### src/rtl/s_axil_reg_bank.sv
// AXI4-Lite slave register bank: RW control / RO status registers, self-clearing
// pulse registers, byte strobes, SLVERR for RO/out-of-range, per-register access strobes.
module s_axil_reg_bank #(
    parameter int                             DATA_WIDTH = 32,
    parameter int                             N_REGS     = 8,
    parameter int                             ADDR_WIDTH = 8,
    parameter logic [N_REGS-1:0]              RO_MASK    = '0,
    parameter logic [N_REGS-1:0]              PULSE_MASK = '0,
    parameter logic [N_REGS*DATA_WIDTH-1:0]   RST_VAL    = '0
) (
    input  logic                              axi_clock,
    input  logic                              rst,

    input  logic [ADDR_WIDTH-1:0]             s_axil_awaddr,
    input  logic [2:0]                        s_axil_awprot,
    input  logic                              s_axil_awvalid,
    output logic                              s_axil_awready,
    input  logic [DATA_WIDTH-1:0]             s_axil_wdata,
    input  logic [DATA_WIDTH/8-1:0]           s_axil_wstrb,
    input  logic                              s_axil_wvalid,
    output logic                              s_axil_wready,
    output logic [1:0]                        s_axil_bresp,
    output logic                              s_axil_bvalid,
    input  logic                              s_axil_bready,

    input  logic [ADDR_WIDTH-1:0]             s_axil_araddr,
    input  logic [2:0]                        s_axil_arprot,
    input  logic                              s_axil_arvalid,
    output logic                              s_axil_arready,
    output logic [DATA_WIDTH-1:0]             s_axil_rdata,
    output logic [1:0]                        s_axil_rresp,
    output logic                              s_axil_rvalid,
    input  logic                              s_axil_rready,

    output logic [N_REGS*DATA_WIDTH-1:0]      ctrl_regs,
    input  logic [N_REGS*DATA_WIDTH-1:0]      status_regs,
    output logic [N_REGS-1:0]                 wr_pulse,
    output logic [N_REGS-1:0]                 rd_pulse
);

    localparam int         IDX_W       = ADDR_WIDTH - 2;
    localparam int         N_BYTES     = DATA_WIDTH / 8;
    localparam logic [1:0] RESP_OKAY   = 2'b00;
    localparam logic [1:0] RESP_SLVERR = 2'b10;

    if (DATA_WIDTH != 32) begin : g_chk_data_width
        $error("s_axil_reg_bank: DATA_WIDTH must be 32");
    end
    if (N_REGS < 1 || N_REGS > 64) begin : g_chk_n_regs
        $error("s_axil_reg_bank: N_REGS must be in 1..64");
    end
    if (ADDR_WIDTH < $clog2(N_REGS) + 2) begin : g_chk_addr_width
        $error("s_axil_reg_bank: ADDR_WIDTH too small for N_REGS");
    end

    logic                  aw_valid_q;
    logic                  w_valid_q;
    logic [IDX_W-1:0]      aw_idx_q;
    logic [DATA_WIDTH-1:0] w_data_q;
    logic [N_BYTES-1:0]    w_strb_q;
    logic [DATA_WIDTH-1:0] ctrl_q [N_REGS];

    logic                  aw_hs;
    logic                  w_hs;
    logic                  ar_hs;
    logic                  commit;
    logic [IDX_W-1:0]      ar_idx;
    logic [N_REGS-1:0]     wr_sel;
    logic [N_REGS-1:0]     rd_sel;
    logic                  wr_ok;
    logic                  rd_hit;
    logic [DATA_WIDTH-1:0] rd_word;

    // Protection bits and the byte offset carry no meaning for word registers.
    logic unused_inputs;
    assign unused_inputs = ^{s_axil_awprot, s_axil_arprot, s_axil_awaddr[1:0],
                             s_axil_araddr[1:0], status_regs};

    assign s_axil_awready = !rst && !aw_valid_q && !s_axil_bvalid;
    assign s_axil_wready  = !rst && !w_valid_q  && !s_axil_bvalid;
    assign s_axil_arready = !rst && !s_axil_rvalid;

    assign aw_hs  = s_axil_awvalid && s_axil_awready;
    assign w_hs   = s_axil_wvalid  && s_axil_wready;
    assign ar_hs  = s_axil_arvalid && s_axil_arready;
    assign commit = aw_valid_q && w_valid_q;
    assign ar_idx = s_axil_araddr[ADDR_WIDTH-1:2];

    always_comb begin
        // NOTE: every output gets a default before the loop so no path leaves it unassigned (no latch).
        wr_sel  = '0;
        rd_sel  = '0;
        rd_word = '0;
        for (int i = 0; i < N_REGS; i++) begin
            wr_sel[i] = (aw_idx_q == IDX_W'(i)) && !RO_MASK[i];
            rd_sel[i] = (ar_idx == IDX_W'(i));
            if (rd_sel[i]) begin
                rd_word = RO_MASK[i] ? status_regs[i*DATA_WIDTH +: DATA_WIDTH] : ctrl_q[i];
            end
        end
    end

    assign wr_ok  = |wr_sel;
    assign rd_hit = |rd_sel;

    // Write channel: AW and W latch independently; the write commits once both are held.
    always_ff @(posedge axi_clock) begin
        // NOTE: sequential state uses non-blocking assignments so every flop samples pre-edge values.
        if (rst) begin
            aw_valid_q    <= 1'b0;
            w_valid_q     <= 1'b0;
            aw_idx_q      <= '0;
            w_data_q      <= '0;
            w_strb_q      <= '0;
            s_axil_bvalid <= 1'b0;
            s_axil_bresp  <= RESP_OKAY;
            wr_pulse      <= '0;
        end else begin
            wr_pulse <= commit ? wr_sel : '0;
            if (aw_hs) begin
                aw_valid_q <= 1'b1;
                aw_idx_q   <= s_axil_awaddr[ADDR_WIDTH-1:2];
            end
            if (w_hs) begin
                w_valid_q <= 1'b1;
                w_data_q  <= s_axil_wdata;
                w_strb_q  <= s_axil_wstrb;
            end
            if (commit) begin
                aw_valid_q    <= 1'b0;
                w_valid_q     <= 1'b0;
                s_axil_bvalid <= 1'b1;
                s_axil_bresp  <= wr_ok ? RESP_OKAY : RESP_SLVERR;
            end else if (s_axil_bvalid && s_axil_bready) begin
                s_axil_bvalid <= 1'b0;
            end
        end
    end

    always_ff @(posedge axi_clock) begin
        if (rst) begin
            // NOTE: the register array is reset on purpose; software depends on the RST_VAL defaults.
            for (int i = 0; i < N_REGS; i++) begin
                ctrl_q[i] <= RST_VAL[i*DATA_WIDTH +: DATA_WIDTH];
            end
        end else begin
            for (int i = 0; i < N_REGS; i++) begin
                // Pulse registers fall back to zero unless a write lands this cycle.
                if (PULSE_MASK[i]) begin
                    ctrl_q[i] <= '0;
                end
                if (commit && wr_sel[i]) begin
                    for (int b = 0; b < N_BYTES; b++) begin
                        if (w_strb_q[b]) begin
                            ctrl_q[i][b*8 +: 8] <= w_data_q[b*8 +: 8];
                        end
                    end
                end
            end
        end
    end

    // Read channel: one-cycle latency, data held until rready.
    always_ff @(posedge axi_clock) begin
        if (rst) begin
            s_axil_rvalid <= 1'b0;
            s_axil_rdata  <= '0;
            s_axil_rresp  <= RESP_OKAY;
            rd_pulse      <= '0;
        end else begin
            rd_pulse <= ar_hs ? rd_sel : '0;
            if (ar_hs) begin
                s_axil_rvalid <= 1'b1;
                s_axil_rdata  <= rd_word;
                s_axil_rresp  <= rd_hit ? RESP_OKAY : RESP_SLVERR;
            end else if (s_axil_rvalid && s_axil_rready) begin
                s_axil_rvalid <= 1'b0;
            end
        end
    end

    for (genvar i = 0; i < N_REGS; i++) begin : g_ctrl_out
        assign ctrl_regs[i*DATA_WIDTH +: DATA_WIDTH] = RO_MASK[i] ? '0 : ctrl_q[i];
    end

endmodule
### config.mk
export PLATFORM = sky130hd
export DESIGN_NAME = s_axil_reg_bank
export DESIGN_NICKNAME = d
export VERILOG_FILES = /design/src/rtl/s_axil_reg_bank.sv
export SDC_FILE = /design/constraint.sdc
export NUM_CORES = 1
export LEC_CHECK = 0
export CORE_AREA = 2 2 244 246
export DETAILED_ROUTE_END_ITERATION = 7
export DIE_AREA = 0 0 246 248
export DONT_BUFFER_PORTS = 1
export SYNTH_ARGS = -nofsm -noshare
export SYNTH_HDL_FRONTEND = slang
export SYNTH_SLANG_ARGS = --single-unit
export TNS_END_PERCENT = 10
### constraint.sdc
create_clock -name axi_clock -period 3.99 [get_ports axi_clock]
set_input_delay 0.399 -clock axi_clock [delete_from_list [all_inputs] [get_ports axi_clock]]
set_output_delay 0.399 -clock axi_clock [all_outputs]
set_load 0.005 [all_outputs]
==> results of run 1 <==
state kept, by name (all words and copies together) (netlist names), 4 cells and up:
name and count:
ctrl_q 256, w_strb_q 4, aw_idx_q 6, rd_pulse 8
w_data_q 32, s_axil_rdata 32, wr_pulse 8
power by group:
group / internal [mW] / total (mW) / switching [mW]
Sequential: 4.05 / 4.19 / 0.139
Combinational: 0.163 / 0.416 / 0.253
Clock: 2.41 / 4.01 / 1.60
Total: 6.63 / 8.62 / 1.99
Yosys cell counts (2+ instances only):
master,number,share of area
or2_2,2,0.00087
nor4_4,6,0.0089
nor3_1,11,0.0038
nand3b_1,2,0.0010
o31ai_1,3,0.0016
buf_4,6,0.0031
a21o_1,13,0.0068
a32oi_1,5,0.0030
mux2i_1,16,0.011
a21oi_1,44,0.015
mux4_2,47,0.074
nand2b_1,60,0.026
a22oi_1,27,0.014
or3_1,6,0.0026
a31oi_1,8,0.0035
o22ai_1,13,0.0057
nand2_2,24,0.010
a22o_1,6,0.0037
edfxtp_1,256,0.53
and2_1,10,0.0043
nor2b_1,12,0.0052
a211oi_1,5,0.0026
buf_2,19,0.0066
o21ai_0,8,0.0028
clkbuf_1,28,0.0073
nor2_1,217,0.057
nand3_1,2,0.00070
nand2_1,128,0.033
buf_1,6,0.0016
inv_1,35,0.0091
dfxtp_1,96,0.13
timing repair:
action	4_1_cts	5_1_grt
endpoints found under the setup margin	0	0
hold buffers	43	0
buffers inserted	0	0
hold endpoints to repair	68	0
how the worst max path moves through the flow:
stage	depth (start not counted)	slack, ns	to
floorplan	5	2.01	ctrl_q[0][48]
global placement	4	1.01	ctrl_q[0][110]
detailed placement	4	1.01	ctrl_q[0][110]
CTS	4	0.97	ctrl_q[0][107]
global route	4	0.88	ctrl_q[0][107]
finish	4	1.04	ctrl_q[1][54]
cell type report:
type / count / area, um^2
tap: 773 / 967
inverter: 36 / 135
antenna: 2 / 5.00
timing repair buffer: 60 / 576
clock buffer: 50 / 1120
fill: 5898 / 41300
multi-input combinational: 687 / 4410
clock inverter: 27 / 317
sequential: 352 / 9610
routing by layer:
layer	part of all wire	vias to the layer above	wire length (um)
li1	-	4142	-
met4	0.023	6	1250
met5	0.00074	-	40
met1	0.38	4721	20800
met3	0.12	74	6270
met2	0.48	473	26000
worst max-delay path, delay by kind of cell (launching register included):
kind | cells | cell delay [ns]
AND/OR/NAND/NOR | 4 | 2.22
flip-flops | 1 | 0.32
per-stage QoR:
step / area, um^2 / worst slack, ns / power, mW / std cells
4_1_cts: 17100 / 0.972 / 8.72 / 1985
2_1_floorplan: 14400 / 2.01 / 4.49 / 1134
3_3_place_gp: 15200 / 1.01 / 4.63 / 1865
3_5_place_dp: 15200 / 1.01 / 4.64 / 1865
6_report: 17100 / 1.04 / 8.62 / 1987
5_1_grt: 17100 / 0.884 / 8.89 / 1985
logic make-up after synthesis:
kind of cell | count (synthesis) | share of synthesized area
mux | 63 | 0.0847
simple gates | 488 | 0.159
buf+inv | 95 | 0.0280
other cells | 1 | 0.000261
compound gates | 134 | 0.0602
flops | 352 | 0.668
==> impl_results.rst, run 1 <==
.. list-table::
   :header-rows: 1

   * - Metric
     - Value
   * - Proportion of synthesized chip area in sequential cells
     - 0.668
   * - Startpoint kind of the worst setup timing path
     - flip-flop
   * - Register bit total from synthesis
     - 352
   * - Peak fanout along the critical path
     - 9
   * - Most frequent standard cell in the layout excluding fill and tap cells
     - edfxtp_1
   * - Maximum vdd drop
     - 0.275 mV
   * - IO Pins
     - 634
   * - Number of buffers created by CTS
     - 42
   * - Core outline area
     - 0.0585 mm^2
   * - Netlist area before placement
     - 0.0144 mm^2
   * - Register-to-Register Path Depth
     - 4
   * - Global route hottest layer
     - met2
   * - Final Max Slew Viols
     - 0
   * - Global Route Usage Sum
     - 0.174
   * - Mean instance size in the synthesized netlist
     - 12.7 um^2
   * - Pin count of the biggest net entering global routing
     - 81
   * - TritonCTS clock tree
     - built
   * - Total number of vias
     - 9416
   * - Vias in the first global route
     - 9360
   * - Buffer depth of the longest clock path
     - 3
   * - Yosys cell types
     - 43
   * - Die footprint
     - 0.0610 mm^2
   * - Final Hold Slack
     - 0.0549 ns
   * - Start of the worst register-to-register path
     - aw_idx_q[3]
   * - Clock insertion delay at the later pin of the skew report
     - 0.56 ns
   * - Number of enable flip-flop cells after synthesis
     - 256
   * - Total negative slack for setup checks
     - 0 ns
   * - Standard-cell rows
     - 89
   * - Leakage power
     - 6.01 nW
   * - Total detailed-routing wirelength
     - 54400 um
   * - Residual overflow from global routing
     - 0
   * - Worst reg-to-reg setup slack
     - 1.04 ns
   * - Worst Clk Skew
     - 0.0242 ns
   * - Input/output buffers
     - 0
   * - Path type of the worst setup path
     - reg2reg
   * - FFs w/ async S/R, synth
     - 0
   * - Worst Hold Depth
     - 2
   * - GR met3 Demand/Resource
     - 0.0714
   * - Number of antenna violations at the first check in global routing
     - 7
   * - Die outline height
     - 248 um
   * - Max-capacitance violation count
     - 0
   * - Highest achievable clock rate
     - 339 MHz
   * - WHS Endpoint
     - w_data_q[8]
   * - Signed area change from the synthesized netlist to the final layout
     - 19.1%
   * - Count of endpoints failing setup in the final report
     - 0
   * - Layout cell share with drive strength beyond 1
     - 0.139
   * - CTS clock-pin slew for the worst setup and hold paths
     - 0.06 ns
   * - Initial Util
     - 0.246
   * - Wire length per cell
     - 27.4 um
   * - Detailed-router iteration count before antenna repair
     - 5
   * - Capturing point of the worst reg2reg path
     - ctrl_q[1][54]
   * - Number of cells produced by synthesis
     - 1133
   * - CP arrival
     - 3.13 ns
   * - Level count of the clock H-tree
     - 2
   * - Result of the run
     - finished, final reports clean
   * - GRT met1 Usage
     - 0.209
   * - Commonest cells after routing, fill and taps aside
     - 256 x edfxtp_1, 216 x nor2_1, 127 x nand2_1
   * - Global-route wire length before repair
     - 74000 um
   * - DR vias/cell
     - 4.74
   * - Met2 Track Usage GR
     - 0.285
   * - Slowest stage cell on the critical path
     - nor4_4
   * - Clock period minus worst slack
     - 2.95 ns
   * - Root cell of the clock tree
     - clkbuf_16
   * - Classification of the worst-slack hold path
     - in2reg
   * - Final layout net count
     - 1500
   * - Worst Tran Pin Value
     - 0.944 ns
   * - Detail Placement HPWL
     - 38400 um
   * - Number of DRC violations after detailed routing
     - 0
   * - Hold wc startpoint
     - s_axil_wdata[8]
   * - Final critical-path share of the clock period
     - 0.739
   * - Hold Fails Final Rpt
     - 0
   * - Ys flop type
     - edfxtp_1
   * - Die outline width
     - 246 um
   * - First-iteration detailed-routing DRC count
     - 650
   * - Placer Congestion
     - 0.830
   * - Nature of the critical path endpoint
     - flip-flop
   * - Syn. warnings
     - 0
   * - Power Dens Cells
     - 503 mW/mm^2
   * - Remaining antenna violation count after routing
     - 0
   * - CP Cell Sequence
     - or3_1 -> nor4_4 -> nand2_2 -> nand2b_1
   * - Max transition margin
     - 0.371
   * - Number of instances resized during post-cts repair
     - 0
   * - Number of clock sinks
     - 352
   * - Post-layout util
     - 0.293
   * - Setup repair after global routing missed its margin
     - false
   * - Data required time at the worst endpoint
     - 4.17 ns
   * - CP peak stage delay
     - 0.76 ns
   * - Worst setup path start
     - aw_idx_q[3]
(Power assumes the default switching activity.)
==> run 2: changes to the inputs <==
==> constraint.sdc (replaced) <==
create_clock -name axi_clock -period 2.5 [get_ports axi_clock]
set_input_delay 0.25 -clock axi_clock [delete_from_list [all_inputs] [get_ports axi_clock]]
set_output_delay 0.25 -clock axi_clock [all_outputs]
set_load 0.005 [all_outputs]
==> impl_results.rst, run 2 (same netlist as run 1, synthesis figures left out) <==
.. list-table::
   :header-rows: 1

   * - Metric
     - Value
   * - Residual overflow from global routing
     - 0 (unchanged)
   * - Area of all placed cells without fillers
     - 0.0176 mm^2 (+3.0%)
   * - Number of DRC violations after detailed routing
     - 0 (unchanged)
   * - Internal portion of total power
     - 10.7 mW (+61%)
   * - Total negative slack for setup checks
     - 0 ns (unchanged)
   * - Total detailed-routing wirelength
     - 54700 um (+0.61%)
   * - Placer Congestion
     - 0.844 (+1.7%)
   * - Total cell area at the placement stage
     - 0.0157 mm^2 (+2.8%)
   * - Number of antenna violations at the first check in global routing
     - 8 (+1)
   * - Commonest cells after routing, fill and taps aside
     - 256 x edfxtp_1, 216 x nor2_1, 127 x nand2_1
   * - Buffer depth of the longest clock path
     - 3 (unchanged)
   * - Maximum vdd drop
     - 0.559 mV (+100%)
   * - Signed area change from the synthesized netlist to the final layout
     - 22.6%
   * - Die outline height
     - 248 um (unchanged)
   * - Fraction of power consumed by combinational cells
     - 0.052 (+0.004)
   * - Highest achievable clock rate
     - 423 MHz (+25%)
   * - Nature of the critical path endpoint
     - flip-flop
   * - Classification of the worst-slack hold path
     - in2reg
   * - Footprint of the flip-flops and latches
     - 0.00961 mm^2 (unchanged)
   * - Number of buffers created by CTS
     - 41 (-2.4%)
   * - Data required time at the worst endpoint
     - 2.68 ns (-1.49 ns)
   * - Most frequent standard cell in the layout excluding fill and tap cells
     - edfxtp_1
   * - Final Max Slew Viols
     - 0 (unchanged)
   * - Slowest stage cell on the critical path
     - or3_1
   * - Wire length per cell
     - 26.8 um (-2.0%)
   * - Largest registers
     - ctrl_q (256), s_axil_rdata (32), w_data_q (32)
   * - CTS clock-pin slew for the worst setup and hold paths
     - 0.06 ns (about the same)
   * - Pin count of the biggest net entering global routing
     - 78 (-3.7%)
   * - Number of fillers in the final layout
     - 5856 (-0.71%)
   * - Die outline width
     - 246 um (unchanged)
   * - Standard-cell rows
     - 89 (unchanged)
   * - Buffers & Inverters on Critical Path
     - 1 (+1)
   * - Peak fanout along the critical path
     - 8 (-1)
   * - Part of the total power dissipated in sequential elements
     - 0.485 (about the same)
   * - Share of power burned in the clock network
     - 0.464 (-0.002)
   * - Clock insertion delay at the later pin of the skew report
     - 0.55 ns (about the same)
   * - Sw Share
     - 0.225 (-0.00625)
   * - CP arrival
     - 2.54 ns (-0.59 ns)
   * - Detailed-router iteration count before antenna repair
     - 5 (unchanged)
   * - Level count of the clock H-tree
     - 2 (unchanged)
   * - Cell family with the largest share of critical-path delay
     - simple AND/OR/NAND/NOR gates
   * - Number of clock sinks
     - 352 (unchanged)
   * - Largest reg by FF count
     - ctrl_q
   * - Setup repair after global routing missed its margin
     - false
   * - Number of flip-flops in the largest register
     - 256 (unchanged)
   * - Hold Fails Final Rpt
     - 0 (unchanged)
   * - Final critical-path share of the clock period
     - 0.945 (+0.206)
   * - Input/output buffers
     - 0 (unchanged)
   * - Post-layout util
     - 0.302 (+0.00875)
   * - Max-capacitance violation count
     - 0 (unchanged)
   * - IO Pins
     - 634 (unchanged)
   * - Max transition margin
     - 0.476 (+0.105)
   * - DR vias/cell
     - 4.70 (-0.72%)
   * - Power Dens Cells
     - 782 mW/mm^2 (+55%)
   * - TritonCTS clock tree
     - built
   * - Die footprint
     - 0.0610 mm^2 (unchanged)
   * - Final layout net count
     - 1555 (+3.7%)
   * - Global-route wire length before repair
     - 74200 um (+0.31%)
   * - CP Cell Sequence
     - or3_1 -> nor4_4 -> buf_12 -> nand2_2 -> nand2b_1
   * - Total area of multi-input combinational cells
     - 0.00441 mm^2 (unchanged)
   * - Net switching power figure
     - 3.10 mW (+56%)
   * - Root cell of the clock tree
     - clkbuf_16
   * - Total number of vias
     - 9593 (+1.9%)
   * - Vias in the first global route
     - 9759 (+4.3%)
   * - CP peak stage delay
     - 0.61 ns (-0.15 ns)
   * - Remaining antenna violation count after routing
     - 0 (unchanged)
   * - Count of endpoints failing setup in the final report
     - 0 (unchanged)
   * - Layout cell share with drive strength beyond 1
     - 0.170 (+0.0307)
   * - Core outline area
     - 0.0585 mm^2 (unchanged)
   * - Clock period minus worst slack
     - 2.36 ns (-0.586 ns)
   * - First-iteration detailed-routing DRC count
     - 624 (-4.0%)
   * - Path type of the worst setup path
     - reg2reg
   * - Worst Tran Pin Value
     - 0.786 ns (-0.158 ns)
   * - Leakage power
     - 6.28 nW (+4.4%)
   * - Startpoint kind of the worst setup timing path
     - flip-flop
   * - Worst Clk Skew
     - 0.0131 ns (-0.0111 ns)
   * - Initial Util
     - 0.246 (unchanged)
   * - Detail Placement HPWL
     - 39000 um (+1.5%)
   * - Global Route Usage Sum
     - 0.174 (+0.000645)
   * - Result of the run
     - finished, final reports clean
-- run 2: cell types whose count changed in the layout (fill, tap and decap cells not counted) --
cell	before	now
clkinvlp_2	0	1
inv_6	4	1
clkinv_2	3	5
buf_12	0	6
clkbuf_1	5	4
bufinv_16	6	8
clkinv_1	8	5
buf_4	17	57
clkinv_4	3	1
clkbuf_8	2	3
clkbuf_16	43	41
dlygate4sd3_1	42	52
inv_8	1	2
-- run 2: final cells by class --
cell class	instances	area share
clock inverters	25	0.0197
repair buffers	116	0.0621
well taps	773	0.0548
flip-flops and latches	352	0.544
inverters	36	0.00766
multi-input cells	687	0.250
diodes	2	0.000284
clock buffers	48	0.0613
-- run 2: worst reg2reg max path: stages (launching register included) --
cell,delay [ns]
dfxtp_1,0.32
or3_1,0.61
nor4_4,0.40
buf_12,0.19
nand2_2,0.07
nand2b_1,0.41
-- run 2: routing by layer --
| layer | global-route usage | share of wire |
|---|---|---|
| met5 | 0 | 0.0012 |
| met4 | 0.0578 | 0.030 |
| met2 | 0.285 | 0.47 |
| met1 | 0.205 | 0.38 |
| met3 | 0.0756 | 0.11 |
-- run 2: final timing paths --
path | startpoint | endpoint | slack, ns | cells past startpoint
max reg2reg | aw_idx_q[3] | ctrl_q[1][23] | 0.14 | 5
min reg2reg | s_axil_rdata[13] | s_axil_rdata[13] | 0.45 | 2
max | aw_idx_q[3] | ctrl_q[1][23] | 0.14 | 5
min | s_axil_araddr[3] | s_axil_rdata[15] | 0.02 | 3
-- run 2: power by group through the flow --
stage | Combinational, mW | Sequential [mW] | Clock [mW]
2_1_floorplan | 0.482 | 6.69 | 0
3_3_place_gp | 0.605 | 6.81 | 0
3_5_place_dp | 0.615 | 6.82 | 0
4_1_cts | 0.728 | 6.69 | 6.55
5_1_grt | 0.772 | 6.71 | 6.75
6_report | 0.713 | 6.69 | 6.40
-- run 2: timing repair --
item,in CTS,in global routing
buffers inserted,0,0
endpoints found under the hold margin,77,0
resized for setup,0,0
hold buffers,53,0
-- run 2: stage by stage --
step	total power [mW]	hold slack, ns	std cells	worst slack (ns)
detailed placement	7.43	0.333	1911	0.114
floorplan	7.17	0.350	1134	0.517
global route	14.2	0.0172	2037	0.0270
global placement	7.41	0.333	1911	0.147
finish	13.8	0.0244	2039	0.138
CTS	14.0	0.00144	2037	0.108
